`src/rtl/prio_arbiter_n.sv`:
```
`ifndef WIDTH_PKTSZ
`define WIDTH_PKTSZ 4
`endif
// prio_arbiter_n: registered N-input flit arbiter (valid > gold > silver > oldest flit_id > round-robin)
// that also owns the golden-epoch counter selecting the gold packet ID.
module prio_arbiter_n #(
    parameter int NUM_IN      = 4,
    parameter int WIDTH_LABEL = 2,
    parameter int WIDTH_PKTSZ = `WIDTH_PKTSZ,
    parameter int WIDTH_GOLD  = 8,
    parameter int EPOCH_LEN   = 64,
    localparam int IW = $clog2(NUM_IN),
    localparam int EW = $clog2(EPOCH_LEN)
) (
    input  logic                          clk,
    input  logic                          reset,
    input  logic [NUM_IN-1:0]             vld,
    input  logic [NUM_IN-1:0]             gold,
    input  logic [NUM_IN-1:0]             silver,
    input  logic [NUM_IN*WIDTH_PKTSZ-1:0] flit_id,
    input  logic [NUM_IN*WIDTH_LABEL-1:0] label,
    output logic [NUM_IN-1:0]             grant,
    output logic                          out_vld,
    input  logic                          out_rdy,
    output logic [WIDTH_LABEL-1:0]        label_win,
    output logic [IW-1:0]                 idx_win,
    output logic [WIDTH_GOLD-1:0]         gold_id,
    output logic                          epoch_tick
);
    logic [NUM_IN-1:0] c1, c2, c3;
    logic [WIDTH_PKTSZ-1:0] min_id;
    logic [IW-1:0] win, cand, rr_ptr;
    logic [IW:0] idx;
    logic [EW-1:0] epoch_cnt;
    logic found, accept, any, last;
    always_comb begin
        c1 = |(vld & gold) ? vld & gold : vld;
        c2 = |(c1 & silver) ? c1 & silver : c1;
        min_id = '1;
        for (int i = 0; i < NUM_IN; i++)
            if (c2[i] && flit_id[i*WIDTH_PKTSZ +: WIDTH_PKTSZ] < min_id)
                min_id = flit_id[i*WIDTH_PKTSZ +: WIDTH_PKTSZ];
        for (int i = 0; i < NUM_IN; i++)
            c3[i] = c2[i] && flit_id[i*WIDTH_PKTSZ +: WIDTH_PKTSZ] == min_id;
        win = '0;
        found = 1'b0;
        idx = '0;
        cand = '0;
        // scan from rr_ptr upward, wrapping without a modulo operator
        for (int k = 0; k < NUM_IN; k++) begin
            idx = {1'b0, rr_ptr} + (IW+1)'(k);
            idx = idx >= (IW+1)'(NUM_IN) ? idx - (IW+1)'(NUM_IN) : idx;
            cand = idx[IW-1:0];
            if (!found && c3[cand]) begin
                win = cand;
                found = 1'b1;
            end
        end
    end
    assign accept = ~out_vld | out_rdy;
    assign any = |vld;
    assign last = epoch_cnt == EW'(EPOCH_LEN - 1);
    assign grant = (!reset && accept && any) ? NUM_IN'(1) << win : '0;
    always_ff @(posedge clk) begin
        if (reset) begin
            out_vld    <= 1'b0;
            label_win  <= '0;
            idx_win    <= '0;
            rr_ptr     <= '0;
            epoch_cnt  <= '0;
            gold_id    <= '0;
            epoch_tick <= 1'b0;
        end else begin
            epoch_cnt  <= last ? '0 : epoch_cnt + 1'b1;
            gold_id    <= gold_id + WIDTH_GOLD'(last);
            epoch_tick <= last;
            if (accept) begin
                out_vld <= any;
                if (any) begin
                    label_win <= label[win*WIDTH_LABEL +: WIDTH_LABEL];
                    idx_win   <= win;
                    rr_ptr    <= win == IW'(NUM_IN - 1) ? '0 : win + 1'b1;
                end
            end
        end
    end
endmodule

```
`config.mk`:
```
export PLATFORM = sky130hd
export DESIGN_NAME = prio_arbiter_n
export DESIGN_NICKNAME = d
export VERILOG_FILES = /design/src/rtl/prio_arbiter_n.sv
export SDC_FILE = /design/constraint.sdc
export NUM_CORES = 1
export LEC_CHECK = 0
export BUFFER_PORTS_ARGS = -buffer_cell sky130_fd_sc_hd__buf_2
export CORE_MARGIN = 5
export CORE_UTILIZATION = 56
export DETAILED_ROUTE_END_ITERATION = 12
export MAX_ROUTING_LAYER = met4
export PLACE_DENSITY_LB_ADDON = 0.2
export SLEW_MARGIN = 20
export SYNTH_ARGS = -nofsm -noshare
export SYNTH_HDL_FRONTEND = slang
export SYNTH_SLANG_ARGS = --single-unit
```
`constraint.sdc`:
```
create_clock -name clk -period 16.2 [get_ports clk]
set_input_delay 3.24 -clock clk [delete_from_list [all_inputs] [get_ports clk]]
set_output_delay 3.24 -clock clk [all_outputs]
set_load 0.05 [all_outputs]
```
# Word-level counts from Yosys, hierarchy flattened
# Cells that the tools add are included.
dict set report op_classes {
  add_sub_neg 10
  magnitude_cmp 12
  eq_ne 6
  n_shift 2
  muxes 27
  bitwise_logic 4
  n_reduce_logical 22
}
# op n
set ops {}
lappend ops {{$mux 4} 7}
lappend ops {{$mux 2} 9}
lappend ops {{$eq 4x4->1} 4}
lappend ops {{$logic_and 1x1->1} 13}
lappend ops {{$lt 2x3->1 const B} 4}
lappend ops {{$lt 4x4->1} 3}
lappend ops {{$reduce_or 4->1} 3}
lappend ops {{$ge 3x3->1 const B} 3}
lappend ops {{$add 8x1->8} 1}
lappend ops {{$and 4x4->4} 2}
lappend ops {{$bmux 1 s2} 4}
lappend ops {{$shiftx 8x4->2} 1}
lappend ops {{$sub 2x1->2 const B} 4}
lappend ops {{$mux 1} 7}
lappend ops {{$add 2x2->3 const B} 2}
lappend ops {{$add 6x1->6 const B} 1}
lappend ops {{$eq 6x6->1 const B} 1}
lappend ops {{$logic_not 1->1} 4}
lappend ops {{$lt 4x4->1 const B} 1}
lappend ops {{$shl 1x2->4 const A} 1}
lappend ops {{$add 2x1->3 const B} 1}
lappend ops {{$ge 2x3->1 const B} 1}
lappend ops {{$add 2x1->2 const B} 1}
lappend ops {{$eq 2x2->1 const B} 1}
lappend ops {{other kinds (4)} 4}
dict set report word_totals {
  register_bits 22
  in_bits 39
}

# Logic depth before layout (Yosys ltp)
# Gate-level depths: netlist of the first run.
dict set report depth {
  depth_word 33
  ltp_mapped 35
  mapped_depth_nobuf 33
}

# Worst setup path after synthesis of the first run
# Ideal clock, no wire load.
dict set report synth_path {
  path_type {input -> output}
  from {input port gold[0]}
  to {output port grant[2]}
  arrival_ns 10.129
  required_ns 12.960
  slack_ns 2.831
  stages 32
  path_cell_list {buf_2 > a222oi_1 > o211ai_1 > a31oi_1 > or2_1 > buf_2 > nor2_1 > ha_1 > o21ai_0 > a22oi_1 > a32o_1 > a21o_2 > or2_4 > mux2i_1 > inv_1 > ha_1 > o21ai_0 > nand2b_1 > a2111oi_4 > a31oi_4 > mux2i_1 > ha_1 > a21oi_1 > nand2_1 > o41ai_4 > mux2_4 > xor2_1 > nand4_1 > nand2_1 > a311oi_4 > ha_1 > and2_1}
}
dict set report synth_via {
  elab_chain_cells 33
}
# item line
set synth_lines {}
lappend synth_lines {{start: declaration} 18} ;# input logic [NUM_IN-1:0] gold,
lappend synth_lines {{$and 4x4->4 *} 37} ;# c1 = |(vld & gold) ? vld & gold : vld;
lappend synth_lines {{$reduce_or 4->1} 37}
lappend synth_lines {{$mux 4 *} 37}
lappend synth_lines {{$and 4x4->4} 38} ;# c2 = |(c1 & silver) ? c1 & silver : c1;
lappend synth_lines {{$reduce_or 4->1} 38}
lappend synth_lines {{$mux 4 *} 38}
lappend synth_lines {{$logic_and 1x1->1} 41} ;# if (c2[i] && flit_id[i*WIDTH_PKTSZ +: WIDTH_PKTSZ] < min_id)
lappend synth_lines {{$mux 4} 41}
lappend synth_lines {{(+18 left out)} --}
lappend synth_lines {{$logic_and 1x1->1} 54} ;# if (!found && c3[cand]) begin
lappend synth_lines {{$mux 1} 54}
lappend synth_lines {{$logic_not 1->1} 54}
lappend synth_lines {{$logic_and 1x1->1} 54}
lappend synth_lines {{$mux 2 *} 54}
lappend synth_lines {{net win[1]} 32} ;# logic [IW-1:0] win, cand, rr_ptr;
lappend synth_lines {{$shl 1x2->4 *} 63} ;# assign grant = (!reset && accept && any) ? NUM_IN'(1) << win : '0;
lappend synth_lines {{$mux 4 *} 63}
lappend synth_lines {{end: declaration} 22} ;# output logic [NUM_IN-1:0] grant,
# Mark *: on every way through the listed nets, which the timed path passes. The rest lies on a longest branch. The select of a mux whose other input is x is not followed.

# Final worst setup path of the first run
dict set report layout_path {
  from {input port vld[1]}
  to {output port grant[1]}
}
dict set report layout_via {
  elab_chain_cells 33
}
# item line
set layout_lines {}
lappend layout_lines {{start: declaration} 17} ;# input logic [NUM_IN-1:0] vld,
lappend layout_lines {{$and 4x4->4} 37}
lappend layout_lines {{$reduce_or 4->1} 37}
lappend layout_lines {{$mux 4 *} 37}
lappend layout_lines {{$and 4x4->4} 38}
lappend layout_lines {{$reduce_or 4->1} 38}
lappend layout_lines {{$mux 4 *} 38}
lappend layout_lines {{$logic_and 1x1->1} 41}
lappend layout_lines {{$mux 4} 41}
lappend layout_lines {{(+18 left out)} --}
lappend layout_lines {{$logic_and 1x1->1} 54}
lappend layout_lines {{$mux 1} 54}
lappend layout_lines {{$logic_not 1->1} 54}
lappend layout_lines {{$logic_and 1x1->1} 54}
lappend layout_lines {{$mux 2 *} 54}
lappend layout_lines {{net win[0]} 32}
lappend layout_lines {{$shl 1x2->4 *} 63}
lappend layout_lines {{$mux 4 *} 63}
# Marks and branches as above.

==> results.md, run 1 <==
- CTS tree: done
- Power per cell area: roughly 69 nW/um2
- Yosys Warn Count: 0
- Final Hold Fails: 0
- Top cell type's share of synthesized area: 0.220
- Final net count: about 350
- CTS H-tree depth: 1
- Row count: 21
- WP depth: 32
- Tmin final: 14,250 ps
- Max Root-Sink Buffers: 2
- Slew headroom: 0.520
- Min setup slack post-route: 1950 ps
- Largest net degree at the start of global routing: 21
- IO buf count: 56
- Via density: 5.76
- RD Place Congestion: 0.974
- Clock Sinks: 22
- Critical Path Max Stage Delay: 680 ps
- Post-Syn Area: between 2000 and 2500 um2
- Sequential area share after synthesis: 0.220
- Slowest CP cell: a222oi_1
- Clk_lat worst skew: 300 ps
- FILL cells: slightly below 300
- GRT Total Usage: 0.201
- Cell variety after synth: 55
- CTS resizes: 0
- Syn nets: 289
- Die height: about 70 um
- Max Fanout on Critical Path: 6
- HP Class: flip-flop to flip-flop
- Setup repair bufs after CTS: 0
- Synth Flop Type: dfxtp_1
- Reg2reg start: rr_ptr[1]$_SDFFE_PP0P_
- Max Cap Viol: 0
- Setup-failing EPs final: 0
- Number of flops mapped to enable cells by yosys: 0
- Register area: 440 um2
- Worst path required time: about 13,000 ps
- Max Slew Vio Count: 0
- Initial drt markers: 114
- Final hold slack: 462 ps
- Die area: 4880 um2
- Place WS: 2020 ps
- First-pass GRT wire length: between 8 and 9 mm
- Setup CP Type: primary input to output pin
- Fmax: 70.2 MHz
- Syn avg cell area: 8.49 um2
- Leakage: 1.09 nW
- Number of global-route vias before repair: 1,792
- Grt total ovfl: 0
- Peak VDD IR: 0.0731 mV
- Top cells by area, synth: dfxtp_1, ha_1, xor2_1, xnor2_1, mux2i_1
- Non-Filler Instances: 338
- Final ANT Viol Nets: 0
- Cells after Synth: 236
- Via count: between 1,500 and 2,000
- DP HPWL: 4.10 mm
- RSZ-0062 raised after global routing: no
- Remaining routing DRC violations: 0
- Drt pass-1 iters: 4
- CTS Hold Buffers Added: 0
- CP Launch Type: primary input
- Synth Register Bits: 22
- TritonCTS Buffers: 3
- Clk_skew: ~4.5 ps
- FFs w/ async S/R, synth: 0
- Outcome: completed
- # IOs: 57
- Hold Crit Start: idx_win[1]$_SDFFE_PP0P_
- Die Width: 69.8 um
- CP endpoint kind: output pin
- ANT cells: 0
- Crit-path leading delay family: compound AO/OA/AOI/OAI gates
- Placed cells: 334
- CP Data Arrival Time: 11,010 ps
- Wirelength per Cell: 14.6 um
- Dpl cell area: 2320 um2
- Tcrit/Tclk final: 0.880
- Crit. Startpoint: vld[1]
- Fin area: 2360 um2
- Antenna violations before repair: 0
- Reg clk slew, reported paths: 110 ps
- Share of cells above drive strength 1: 0.253
- Final setup TNS: 0 ps
- WHS Path Cells: 2
- Worst Tran Pin Value: 720 ps
- Post-layout total power: 0.162 mW
- Post-synth top cells: nor2_1, dfxtp_1, ha_1
- Clk root buf: clkbuf_4
- Area leader, netlist: dfxtp_1
- Starting Density: 0.591
- Area delta synth->final: 17.8%
- Buffer and inverter count on the worst path: 4
- Area taken by multi-input logic gates: 1490 um2
- Core area: 3390 um2
- CP most frequent cell: ha_1
- Drt total wl: ~4.9 mm
- Most frequent cell after synthesis: nor2_1
- Fin util: 0.697
- Reg2Reg Depth: 8
cell families after synthesis:
group	share of synthesized area
AND/OR/NAND/NOR	0.243
AO/OA/AOI/OAI	0.233
XOR/XNOR	0.109
flip-flops	0.220
buffers and inverters	0.0350
adder cells (fa/ha/maj)	0.0874
multiplexers	0.0724
path summary, 6_finish.rpt:
kind                                                end  slack, ps
worst min register to register  idx_win[1]$_SDFFE_PP0P_        460
worst max-delay path                           grant[1]       1950
worst min-delay path            idx_win[1]$_SDFFE_PP0P_        460
worst max register to register   rr_ptr[1]$_SDFFE_PP0P_      14350
worst min-delay path, stage by stage (launching register included):
cell and delay, ps:
dfxtp_1 320, nand2_1 50, a21oi_1 50
where the power goes:
| group | internal [mW] | switching [mW] | total, mW |
|---|---|---|---|
| Clock | 0.0137 | 0.0156 | 0.0293 |
| Sequential | 0.0566 | 0.00188 | 0.0585 |
| Combinational | 0.0297 | 0.0444 | 0.0741 |
per-layer routing:
metal | global-route usage | vias up | part of all wire | routed length, um
li1 | - | 990 | - | -
met1 | 0.271 | 871 | 0.45 | 2220
met2 | 0.322 | 79 | 0.47 | 2330
met3 | 0.0406 | 6 | 0.070 | 344
met4 | 0.0234 | 0 | 0.0075 | 37
met5 | - | - | 0 | 0
state kept, by name (all words and copies together) (netlist names):
signal      flops
epoch_cnt       6
epoch_tick      1
gold_id         8
idx_win         2
label_win       2
out_vld         1
rr_ptr          2
cells in the final DEF, fill, tap and decap left out, types with 2 or more instances in the layout:
master    count
and2_1        5
o211ai_1      4
and3_1        6
nor3_1        3
o21ai_1       4
nand4_1       3
a31oi_1       4
or2_2         2
nand3b_1      3
clkbuf_4      3
o221ai_1      5
nor2b_1       7
nand3_1       6
buf_2        56
mux2i_1      10
o21ai_0       8
xnor2_1      12
xor2_1       13
a21oi_1       9
dfxtp_1      22
ha_1         14
or3_1         2
mux2_4        3
and4_1        2
nand2_1      13
a222oi_1      4
nor2_1       24
inv_1        13
nand2b_1      3
nor4_1        3
area by class of cell:
type                            count  share of cell area
Tap cell                           46              0.0244
Sequential cell                    22               0.187
Inverter                           14              0.0223
Multi-Input combinational cell    196               0.633
Clock buffer                        4              0.0154
Timing Repair Buffer               56               0.119
Note: power is estimated with default switching activity, not from simulation.
==> inputs of run 2 (changes only) <==
- CORE_MARGIN: 5 -> 3
- CTS_BUF_LIST: not set -> sky130_fd_sc_hd__clkbuf_4
==> run 2 against run 1 <==
Global-route usage rose by 2.1 points. Critical path depth did not move. Sequential power hardly changed. Via count up 0.92%. Critical endpoint is now grant[3].
==> results.md, run 2 (synthesis results as in run 1) <==
- DP HPWL: about 3.8 mm
- Biggest regs: gold_id x8, epoch_cnt x6
- CTS H-tree depth: 1
- Crit path capture: grant[3]
- Reg2reg start: rr_ptr[1]$_SDFFE_PP0P_
- Remaining routing DRC violations: 0
- Starting Density: 0.591
- Wirelength per Cell: 13.8 um
- Post-layout total power: ~0.16 mW
- Clk_skew: 7.66 ps
- Reg2Reg Depth: 8
- CTS tree: done
- CTS Hold Buffers Added: 0
- Clock Sinks: 22
- Setup-failing EPs final: 0
- Gate power share: 0.472
- # IOs: 57
- Switching pwr: 0.0614 mW
- Pint: 0.0953 mW
- Sw Share: 0.392
- Drt pass-1 iters: 4
- Tmin final: 14,390 ps
- Final Hold Fails: 0
- GRT Total Usage: 0.222
- RSZ-0062 raised after global routing: no
- Non-Filler Instances: 338
- Max FFs per register: 8
- Max Slew Vio Count: 0
- RD Place Congestion: around 1
- Die Width: around 66 um
- Final net count: 346
- WHS Path Cells: 1
- CP endpoint kind: output pin
- Reg clk slew, reported paths: approximately 110 ps
- Setup CP Type: primary input to output pin
- Number of global-route vias before repair: 1,793
- Via density: 5.81
- Critical Path Max Stage Delay: roughly 700 ps
- IO buf count: 56
- Max Root-Sink Buffers: 2
- Final setup TNS: 0 ps
- CP most frequent cell: ha_1
- Reg2reg end: rr_ptr[1]$_SDFFE_PP0P_
- Largest net degree at the start of global routing: 21
- Crit. Startpoint: vld[1]
- Peak VDD IR: 0.0489 mV
- Worst Tran Pin Value: 735 ps
- Outcome: completed
- Final ANT Viol Nets: 0
- Worst path required time: 12,960 ps
- Slowest CP cell: a222oi_1
- Leakage: 1.09 nW
- Core area: roughly 3400 um2
- Row count: 21
- ANT cells: 0
- Setup repair bufs after CTS: 0
- CP Launch Type: primary input
- Reg2reg setup slack: 14,330 ps
- Antenna violations before repair: 0
- Area delta synth->final: 17.3%
- Tcrit/Tclk final: 0.888
- TritonCTS Buffers: 3
- Biggest register: gold_id
- CP Data Arrival Time: 11,150 ps
- Placed cells: 334
- Grt total ovfl: 0
- Power per cell area: around 67 nW/um2
- Die height: 65.8 um
- Commonest non-fill, non-tap cell in the layout: buf_2
- Max Cap Viol: 0
- Commonest cells after routing, fill and taps aside: buf_2, nor2_1, dfxtp_1, ha_1
- First-pass GRT wire length: between 7 and 8 mm
- Die area: 4330 um2
- Fmax: 69.5 MHz
- Drt total wl: between 4 and 5 mm
- HP Class: flip-flop to flip-flop
- Clk_lat worst skew: roughly 300 ps
- Clk root buf: clkbuf_4
- Max Fanout on Critical Path: 6
- Slew headroom: 0.510
- Clk pwr share: 0.154
- Fin util: 0.694
- Initial drt markers: 109
- Via count: 1,964
- CTS resizes: 0
- Share of cells above drive strength 1: 0.250
- Portion of total power attributed to sequential cells: 0.374
-- run 2: stage by stage --
| step | hold WS, ps | instance area [um2] | setup slack [ps] |
|---|---|---|---|
| floorplan | 411 | 2000 | 2830 |
| global placement | 428 | 2320 | 2200 |
| detailed placement | 442 | 2320 | 1950 |
| CTS | 459 | 2350 | 1890 |
| global route | 475 | 2350 | 1170 |
| finish | 453 | 2350 | 1810 |
-- run 2: worst min path at each step --
stage          slack, ps                    start                       to
2_1_floorplan        410  epoch_cnt[0]$_SDFF_PP0_  epoch_cnt[0]$_SDFF_PP0_
3_3_place_gp         430  epoch_cnt[0]$_SDFF_PP0_  epoch_cnt[0]$_SDFF_PP0_
3_5_place_dp         440  epoch_cnt[0]$_SDFF_PP0_  epoch_cnt[0]$_SDFF_PP0_
4_1_cts              460  epoch_cnt[0]$_SDFF_PP0_  epoch_cnt[0]$_SDFF_PP0_
5_1_grt              470  epoch_cnt[0]$_SDFF_PP0_  epoch_cnt[0]$_SDFF_PP0_
6_report             450  epoch_cnt[0]$_SDFF_PP0_  epoch_cnt[0]$_SDFF_PP0_
-- run 2: area by class of cell --
| type | count | area, um2 |
|---|---|---|
| clock inverter | 1 | 3.75 |
| clock buffer | 3 | 22.5 |
| tap | 46 | 57.6 |
| timing repair buffer | 56 | 280 |
| fill | 270 | 1040 |
| inverter | 14 | 52.6 |
| multi-input combinational | 196 | 1490 |
| sequential | 22 | 440 |
-- run 2: worst max-delay path: cells and delay by family --
| family | cells | cell delay, ps |
|---|---|---|
| compound gates | 13 | 3690 |
| xor+xnor | 1 | 250 |
| fa+ha+maj | 4 | 1120 |
| buf+inv | 4 | 530 |
| mux | 3 | 970 |
| simple gates | 7 | 1360 |
-- run 2: metal layers --
layer	track usage	routed length, um	vias up
li1	-	-	985
met1	0.289	2140	904
met2	0.358	2150	67
met3	0.0425	316	8
met4	0.0518	56	0
met5	-	0	-
-- run 2: power groups by stage --
| stage | clock (mW) | combinational [mW] | sequential, mW |
|---|---|---|---|
| after global placement | 0 | 0.0716 | 0.0597 |
| after CTS | 0.0249 | 0.0736 | 0.0585 |
| final | 0.0241 | 0.0740 | 0.0585 |
| after global routing | 0.0276 | 0.0810 | 0.0589 |
| after detailed placement | 0 | 0.0731 | 0.0598 |
| after floorplan | 0 | 0.0510 | 0.0637 |
